===== config.mk =====
export PLATFORM = sky130hd
export DESIGN_NAME = byte_stream_aligner
export DESIGN_NICKNAME = d
export VERILOG_FILES = /design/src/rtl/byte_stream_aligner_pkg.sv /design/src/rtl/byte_stream_aligner_rotate.sv /design/src/rtl/byte_stream_aligner.sv
export SDC_FILE = /design/constraint.sdc
export NUM_CORES = 1
export LEC_CHECK = 0
export CAP_MARGIN = 20
export CELL_PAD_IN_SITES_DETAIL_PLACEMENT = 1
export CELL_PAD_IN_SITES_GLOBAL_PLACEMENT = 1
export CORE_ASPECT_RATIO = 2
export CORE_MARGIN = 3
export CORE_UTILIZATION = 39
export CTS_BUF_LIST = sky130_fd_sc_hd__clkbuf_4 sky130_fd_sc_hd__clkbuf_8
export DETAILED_ROUTE_END_ITERATION = 16
export GPL_ROUTABILITY_DRIVEN = 0
export PLACE_DENSITY_LB_ADDON = 0.08
export SLEW_MARGIN = 20
export SYNTH_ARGS = -nofsm -noshare
export SYNTH_HDL_FRONTEND = slang
export SYNTH_SLANG_ARGS = --single-unit

===== constraint.sdc =====
create_clock -name clk -period 3.7 [get_ports clk]
set_input_delay 0.74 -clock clk [delete_from_list [all_inputs] [get_ports clk]]
set_output_delay 0.74 -clock clk [all_outputs]
set_load 0.1 [all_outputs]

===== src/rtl/byte_stream_aligner_pkg.sv =====
// Shared types, sizes and byte-mask helpers for the byte stream aligner.
// The optional zero fill of tail bytes is enabled by defining ALIGNER_ZERO_FILL_EN.
package byte_stream_aligner_pkg;

  localparam int DATA_BYTES = 16;
  localparam int OFF_W      = 4;
  localparam int CNT_W      = 5;
  localparam int DATA_W     = DATA_BYTES * 8;

  typedef enum logic [1:0] {
    IDLE   = 2'd0,
    STREAM = 2'd1,
    FLUSH  = 2'd2
  } state_e;

  // Lanes below 16-off come from the held beat, the rest from the incoming one.
  function automatic logic [DATA_BYTES-1:0] merge_mask(input logic [OFF_W-1:0] off);
    logic [DATA_BYTES-1:0] m;
    m = '0;
    for (int j = 0; j < DATA_BYTES; j++) m[j] = (j < DATA_BYTES - int'(off));
    return m;
  endfunction

  function automatic logic [DATA_BYTES-1:0] tail_mask(input logic [CNT_W-1:0] cnt);
    logic [DATA_BYTES-1:0] m;
    m = '0;
    for (int j = 0; j < DATA_BYTES; j++) m[j] = (j < int'(cnt));
    return m;
  endfunction

  function automatic logic [DATA_W-1:0] expand_mask(input logic [DATA_BYTES-1:0] m);
    logic [DATA_W-1:0] r;
    r = '0;
    for (int j = 0; j < DATA_BYTES; j++) r[8*j +: 8] = {8{m[j]}};
    return r;
  endfunction

endpackage


===== src/rtl/byte_stream_aligner_rotate.sv =====
// Combinational byte rotate right: output byte j = input byte (j+shift) mod DATA_BYTES.
module byte_rotate_r
  import byte_stream_aligner_pkg::*;
(
  input  logic [DATA_W-1:0] data_i,
  input  logic [OFF_W-1:0]  shift_i,
  output logic [DATA_W-1:0] data_o
);

  // Shifting a doubled copy gives the wrap-around without a per-lane mux.
  assign data_o = DATA_W'({data_i, data_i} >> {shift_i, 3'b000});

endmodule


===== src/rtl/byte_stream_aligner.sv =====
// Realigns an offset byte stream into packed offset-0 beats with a registered output.
// Define ALIGNER_ZERO_FILL_EN to force bytes at or above out_bytes to zero on last beats.
module byte_stream_aligner
  import byte_stream_aligner_pkg::*;
(
  input  logic              clk,
  input  logic              rst_n,
  input  logic              in_valid,
  output logic              in_ready,
  input  logic [DATA_W-1:0] in_data,
  input  logic              in_first,
  input  logic [OFF_W-1:0]  in_offset,
  input  logic              in_last,
  input  logic [CNT_W-1:0]  in_last_bytes,
  output logic              out_valid,
  input  logic              out_ready,
  output logic [DATA_W-1:0] out_data,
  output logic              out_last,
  output logic [CNT_W-1:0]  out_bytes,
  output logic              err
);

  state_e              state_q, state_d;
  logic [DATA_W-1:0]   hold_q, hold_d;
  logic [OFF_W-1:0]    off_q, off_d;
  logic [CNT_W-1:0]    lastb_q, lastb_d;
  logic                out_valid_q, out_valid_d;
  logic [DATA_W-1:0]   out_data_q, out_data_d;
  logic                out_last_q, out_last_d;
  logic [CNT_W-1:0]    out_bytes_q, out_bytes_d;
  logic                err_q, err_d;

  logic                out_free, accept;
  logic [DATA_W-1:0]   rot_hold, rot_in, merge_w, merged;
  logic                load, load_last;
  logic [DATA_W-1:0]   load_data, fill_data;
  logic [CNT_W-1:0]    load_bytes;

  byte_rotate_r u_rot_hold (.data_i(hold_q),  .shift_i(off_q), .data_o(rot_hold));
  byte_rotate_r u_rot_in   (.data_i(in_data), .shift_i(off_q), .data_o(rot_in));

  assign merge_w  = expand_mask(merge_mask(off_q));
  assign merged   = (rot_hold & merge_w) | (rot_in & ~merge_w);

  assign out_free = !out_valid_q || out_ready;
  assign in_ready = out_free && (state_q != FLUSH);
  assign accept   = in_valid && in_ready;

  // NOTE: every signal driven here gets a default first, so no path leaves one unassigned and no latch is inferred.
  always_comb begin
    state_d    = state_q;
    hold_d     = hold_q;
    off_d      = off_q;
    lastb_d    = lastb_q;
    err_d      = 1'b0;
    load       = 1'b0;
    load_data  = rot_hold;
    load_last  = 1'b0;
    load_bytes = CNT_W'(DATA_BYTES);

    unique case (state_q)
      IDLE: begin
        if (accept) begin
          if (!in_first) begin
            err_d = 1'b1;
          end else begin
            hold_d = in_data;
            off_d  = in_offset;
            if (!in_last) begin
              state_d = STREAM;
            end else if (in_last_bytes > CNT_W'(in_offset)) begin
              lastb_d = in_last_bytes;
              state_d = FLUSH;
            end else begin
              err_d = 1'b1;
            end
          end
        end
      end
      STREAM: begin
        if (accept) begin
          err_d     = in_first;
          load      = 1'b1;
          load_data = merged;
          hold_d    = in_data;
          if (in_last && (in_last_bytes <= CNT_W'(off_q))) begin
            load_last  = 1'b1;
            load_bytes = CNT_W'(DATA_BYTES) - CNT_W'(off_q) + in_last_bytes;
            state_d    = IDLE;
          end else if (in_last) begin
            lastb_d = in_last_bytes;
            state_d = FLUSH;
          end
        end
      end
      FLUSH: begin
        if (out_free) begin
          load       = 1'b1;
          load_last  = 1'b1;
          load_bytes = lastb_q - CNT_W'(off_q);
          state_d    = IDLE;
        end
      end
      default: state_d = IDLE;
    endcase

`ifdef ALIGNER_ZERO_FILL_EN
    fill_data = load_last ? (load_data & expand_mask(tail_mask(load_bytes))) : load_data;
`else
    fill_data = load_data;
`endif

    out_valid_d = out_valid_q && !out_ready;
    out_data_d  = out_data_q;
    out_last_d  = out_last_q;
    out_bytes_d = out_bytes_q;
    if (load) begin
      out_valid_d = 1'b1;
      out_data_d  = fill_data;
      out_last_d  = load_last;
      out_bytes_d = load_bytes;
    end
  end

  // NOTE: state is updated with non-blocking assignments so every register samples pre-edge values.
  // hold_q is cleared on reset as well, so an aborted packet leaves no residue behind.
  always_ff @(posedge clk or negedge rst_n) begin
    if (!rst_n) begin
      state_q     <= IDLE;
      hold_q      <= '0;
      off_q       <= '0;
      lastb_q     <= '0;
      out_valid_q <= 1'b0;
      out_data_q  <= '0;
      out_last_q  <= 1'b0;
      out_bytes_q <= '0;
      err_q       <= 1'b0;
    end else begin
      state_q     <= state_d;
      hold_q      <= hold_d;
      off_q       <= off_d;
      lastb_q     <= lastb_d;
      out_valid_q <= out_valid_d;
      out_data_q  <= out_data_d;
      out_last_q  <= out_last_d;
      out_bytes_q <= out_bytes_d;
      err_q       <= err_d;
    end
  end

  assign out_valid = out_valid_q;
  assign out_data  = out_data_q;
  assign out_last  = out_last_q;
  assign out_bytes = out_bytes_q;
  assign err       = err_q;

endmodule


[After elaboration in Yosys (flattened, before gate mapping)]
Cells that the tools add are included.
Operators by class
  add/sub/neg operators: 4
  magnitude comparators: 18
  eq/ne operators: 13
  shifts and indexed selects: 2
  multiplexer cells: 40
  bitwise gates (word level): 4
  reduce and logical (&&, ||, !) cells: 13
Operators with widths (number)
  $mux W128: 5
  $shr A256 B7 Y128: 2
  $and A128 B128 Y128: 2
  $pmux W128 S2: 1
  $not A128 Y128: 1
  $or A128 B128 Y128: 1
  $mux W5: 10
  $lt A5 B6 Y1 const A: 8
  $lt A4 B6 Y1 const A: 4
  $pmux W5 S2: 2
  $ne A2 B2 Y1 const B: 9
  $mux W2: 8
  $lt A3 B6 Y1 const A: 2
  $mux W1: 10
  $reduce_and A8 Y1: 1
  $lt A1 B6 Y1 const A: 1
  $lt A2 B6 Y1 const A: 1
  $ne A3 B3 Y1 const B: 2
  $pmux W1 S2: 3
  $pmux W2 S3: 1
  $reduce_and A6 Y1: 1
  $sub A5 B4 Y6 const A: 1
  $add A5 B5 Y5: 1
  $gt A5 B4 Y1: 1
  12 further kinds: 16
Word-level totals
  flip-flop bits (word level): 275
  logic and storage cells: 103

[Longest topological paths before layout]
  word-level depth: 7
  depth in mapped cells: 13

[Hierarchy]
From an unflattened synthesis, not the netlist that was laid out.
Unflattened totals
  cells, all modules: 1637
  area total of the unflattened synthesis: 24782.5 um2
By module, submodules not included
  byte_stream_aligner: times used 1, cells each 1013, area each 12410.7 um2
  byte_rotate_r: times used 2, cells each 312, area each 6185.9 um2

[Worst setup path after synthesis]
OpenSTA, ideal clock, no wires.
  path type: register to register
  start point: register off_q[0]
  end point: register out_data_q[62], in the netlist out_data[62]
  arrival time: 3.347 ns
  required time: 3.574 ns
  path slack: 0.227 ns
  stages on the path, launching flop included: 14
  clock period less this slack: 3.473 ns
  cell sequence: dfrtp_1 inv_2 buf_2 buf_2 buf_2 buf_2 ha_1 or4_4 o21ai_4 and2_1 buf_2 buf_4 mux2_2 a221o_1
Between the ends
  longest elaborated chain between the ends: 7
  elaborated cells on any way between the ends: 10
Ends and longest elaborated chain
  start, declared: line byte_stream_aligner.sv:25  | logic [OFF_W-1:0] off_q, off_d;
  start signal, assigned: line byte_stream_aligner.sv:131  | off_q <= '0;
  start signal, assigned: line byte_stream_aligner.sv:141  | off_q <= off_d;
  $sub A5 B4 Y6: line byte_stream_aligner_pkg.sv:20  | for (int j = 0; j < DATA_BYTES; j++) m[j] = (j < DATA_BYTES - int'(off));
  $lt A4 B6 Y1: line byte_stream_aligner_pkg.sv:20
  $not A128 Y128: line byte_stream_aligner.sv:43  | assign merged = (rot_hold & merge_w) | (rot_in & ~merge_w);
  $and A128 B128 Y128: line byte_stream_aligner.sv:43
  $or A128 B128 Y128: line byte_stream_aligner.sv:43
  $mux W128: line byte_stream_aligner.sv:81  | if (accept) begin
  $mux W128 (*): line byte_stream_aligner.sv:61  | unique case (state_q)
  end signal, assigned: line byte_stream_aligner.sv:144  | out_data_q <= out_data_d;
  end, declared: line byte_stream_aligner.sv:28  | logic [DATA_W-1:0] out_data_q, out_data_d;
Mark *: on every way between the ends. The rest lies on a longest branch, timed or not.
A chain may end at the register's enable or synchronous reset.

[Worst setup path after layout]
  start point: register out_data_q[47], in the netlist out_data[47]
  end point: output out_data[47]
RTL lines
  end, declared: line byte_stream_aligner.sv:17  | output logic [DATA_W-1:0] out_data,
No word-level cell between the ends.

==> impl_results.md <==
- Status: finished clean
- Yosys reg bits: 275
- WL/cell: 35.4 um
- Ys async rst share: 1.00
- Number of port buffers: 279
- Avg Cell Area, Syn: 11.5 um^2
- Worst path cell trace: clkdlybuf4s50_1
- Clock Latency Late Sink: 0.65 ns
- Initial DRC count: 1685
- Yosys warns: 0
- Share of layout cells above drive strength 1: 0.358
- RSZ-0062 raised after global routing: no
- Slowest stage delay, CP: 1.20 ns
- R2r worst-path depth: 9
- Slew HR: 0.284
- CTS Hold Bufs: 0
- Drt drc: 0
- Worst-path fanout max: 2
- Die Ht: 353 um
- Die W: 180 um
- Crit path depth: 1
- Resized cells post-CTS: 0
- Arrival time at the worst endpoint: 2.38 ns
- Row cnt: 126
- Htree depth: 2
- Vias per cell: 6.66
- Fmax: 321 MHz
- Ports: 280
- Placeable Area: 59300 um^2
- First-pass iteration count of the detailed router: 6
- Sequential share of the synthesized area: 0.293
- Crit. End Element: output pin
- Critical path capture point: out_data[47]
- Final Critical Period: 3.12 ns
- Max cap viols: 0
- Final Setup Violations: 0
- Most frequent cell after synthesis: mux2_2
- Hold WC Path Type: in2async
- Root buf cell: clkbuf_8
- EDFF count, synth: 0
- Syn Inst Count: 2035
- Bufs and invs on worst path: 1
- Synth cell types: 71
- Fin nets: 2419
- Antenna violations before repair: 1
- CTS sink cnt: 275
- Largest net degree at the start of global routing: 129
- Synth top area cells: dfrtp_1, mux4_2, mux2_2
- Worst setup SP type: flop
- Post-CTS Setup Inserts: 0
- Top FF cell, synth: dfrtp_1
- Setup Skew: 0.0256 ns
- Clock buffer count from CTS: 48
- Synth area leader: dfrtp_1
- Vias in the first global route: 21098
- Design Area, Final: 28100 um^2
- Most frequent cells after synthesis: mux2_2, dfrtp_1, mux4_2
- Synth top area share: 0.293
- Overflow after GRT: 0
- Die area: 63400 um^2
- Final Cycle Share: 0.842
- Fin. max-slew vios: 0
- Cell family with most CP delay: buffers and inverters
- Clock transition at the registers of the reported paths: 0.07 ns
- RR Endpoint: out_data[41]$_DFFE_PN0P_
- Total vias in the final route: 20367
- TritonCTS clock tree: built
- Reg2reg start: off_q[1]$_DFFE_PN0P_
- Req. time, crit path: 2.96 ns
- TNS Setup: 0 ns
- Post-Route WL: 108 mm
- Total GRT Usage: 0.331
- Area after DPL: 27000 um^2
- WS Path Type: reg2out
- Worst path slowest cell: clkdlybuf4s50_1
- Syn_nets: 2202
- DP HPWL: 85.3 mm
- Critical Path Start: out_data[47]$_DFFE_PN0P_
- Reg2reg setup slack: 0.61 ns
- Synthesized area: 23500 um^2
- Layout area overhead: 19.5%
- Worst-margin pin slew: 1.07 ns
- Initial Util: 0.396
- Max Buffers Root-to-Sink: 3
- Final hold violation count: 0
- Global-route wire length before repair: 155 mm
- Antenna Nets Post-Route: 0
-- layout by cell type (no fill, tap or decap), types with 52 or more instances in the layout --
cell type	netlist	final
mux4_2	234	234
o21ai_0	52	52
nand2_1	158	158
nor2_1	125	125
buf_4	24	137
mux2i_1	179	179
dfrtp_1	275	271
clkbuf_8	0	61
clkdlybuf4s50_1	0	206
mux2_2	311	311
o211ai_1	65	65
-- state kept, by name, indices dropped and copies added, names as in the netlist --
name,cells
err,1
hold_q,128
lastb_q,5
off_q,4
out_bytes,5
out_data,128
out_last,1
out_valid,1
state_q,2
-- through the flow --
stage | setup slack (ns) | hold slack (ns) | utilization | std cells
floorplan | 0.227 | 0.444 | - | 2035
global placement | 0.448 | 0.478 | 0.456 | 2970
detailed placement | 0.423 | 0.478 | 0.456 | 2970
CTS | 0.541 | 0.0657 | 0.474 | 3056
global route | 0.430 | 0.115 | 0.474 | 3057
finish | 0.585 | 0.0678 | 0.474 | 3057
-- cell families after synthesis --
group | Yosys count | share of synthesized area
muxes | 724 | 0.450
AOI/OAI and AO/OA | 405 | 0.127
and+or+nand+nor | 386 | 0.0717
DFF | 275 | 0.293
buffers and inverters | 217 | 0.0439
adders and majority gates | 24 | 0.0137
xor gates and xnor gates | 4 | 0.00149
-- how the worst min path moves through the flow --
stage | slack, ns | end | depth (start not counted)
3_3_place_gp | 0.48 | out_bytes[2]$_DFFE_PN0P_ | 2
4_1_cts | 0.07 | out_data[113]$_DFFE_PN0P_ | 1
3_5_place_dp | 0.48 | out_bytes[2]$_DFFE_PN0P_ | 2
6_report | 0.07 | out_data[114]$_DFFE_PN0P_ | 1
2_1_floorplan | 0.44 | err$_DFF_PN0_ | 0
5_1_grt | 0.12 | out_data[106]$_DFFE_PN0P_ | 1
-- layer usage --
| layer | global-route usage | vias up | part of all wire |
|---|---|---|---|
| met5 | 0 | - | 0 |
| met4 | 0.222 | 0 | 0.084 |
| met3 | 0.0566 | 263 | 0.066 |
| met2 | 0.556 | 1076 | 0.49 |
| met1 | 0.387 | 10537 | 0.36 |
| li1 | - | 8491 | - |
-- cell type report --
cell class / instances / area [um^2]
clock inverter: 11 / 113
tap: 768 / 961
inverter: 22 / 90.1
sequential: 275 / 6890
multi-input combinational: 1543 / 15600
clock buffer: 75 / 945
antenna: 1 / 2.50
fill: 6333 / 31200
timing repair buffer: 362 / 3470
Power is left out: the tool's default activity adds up to more than one toggle a clock period on the data nets, which glitch-free logic cannot reach.
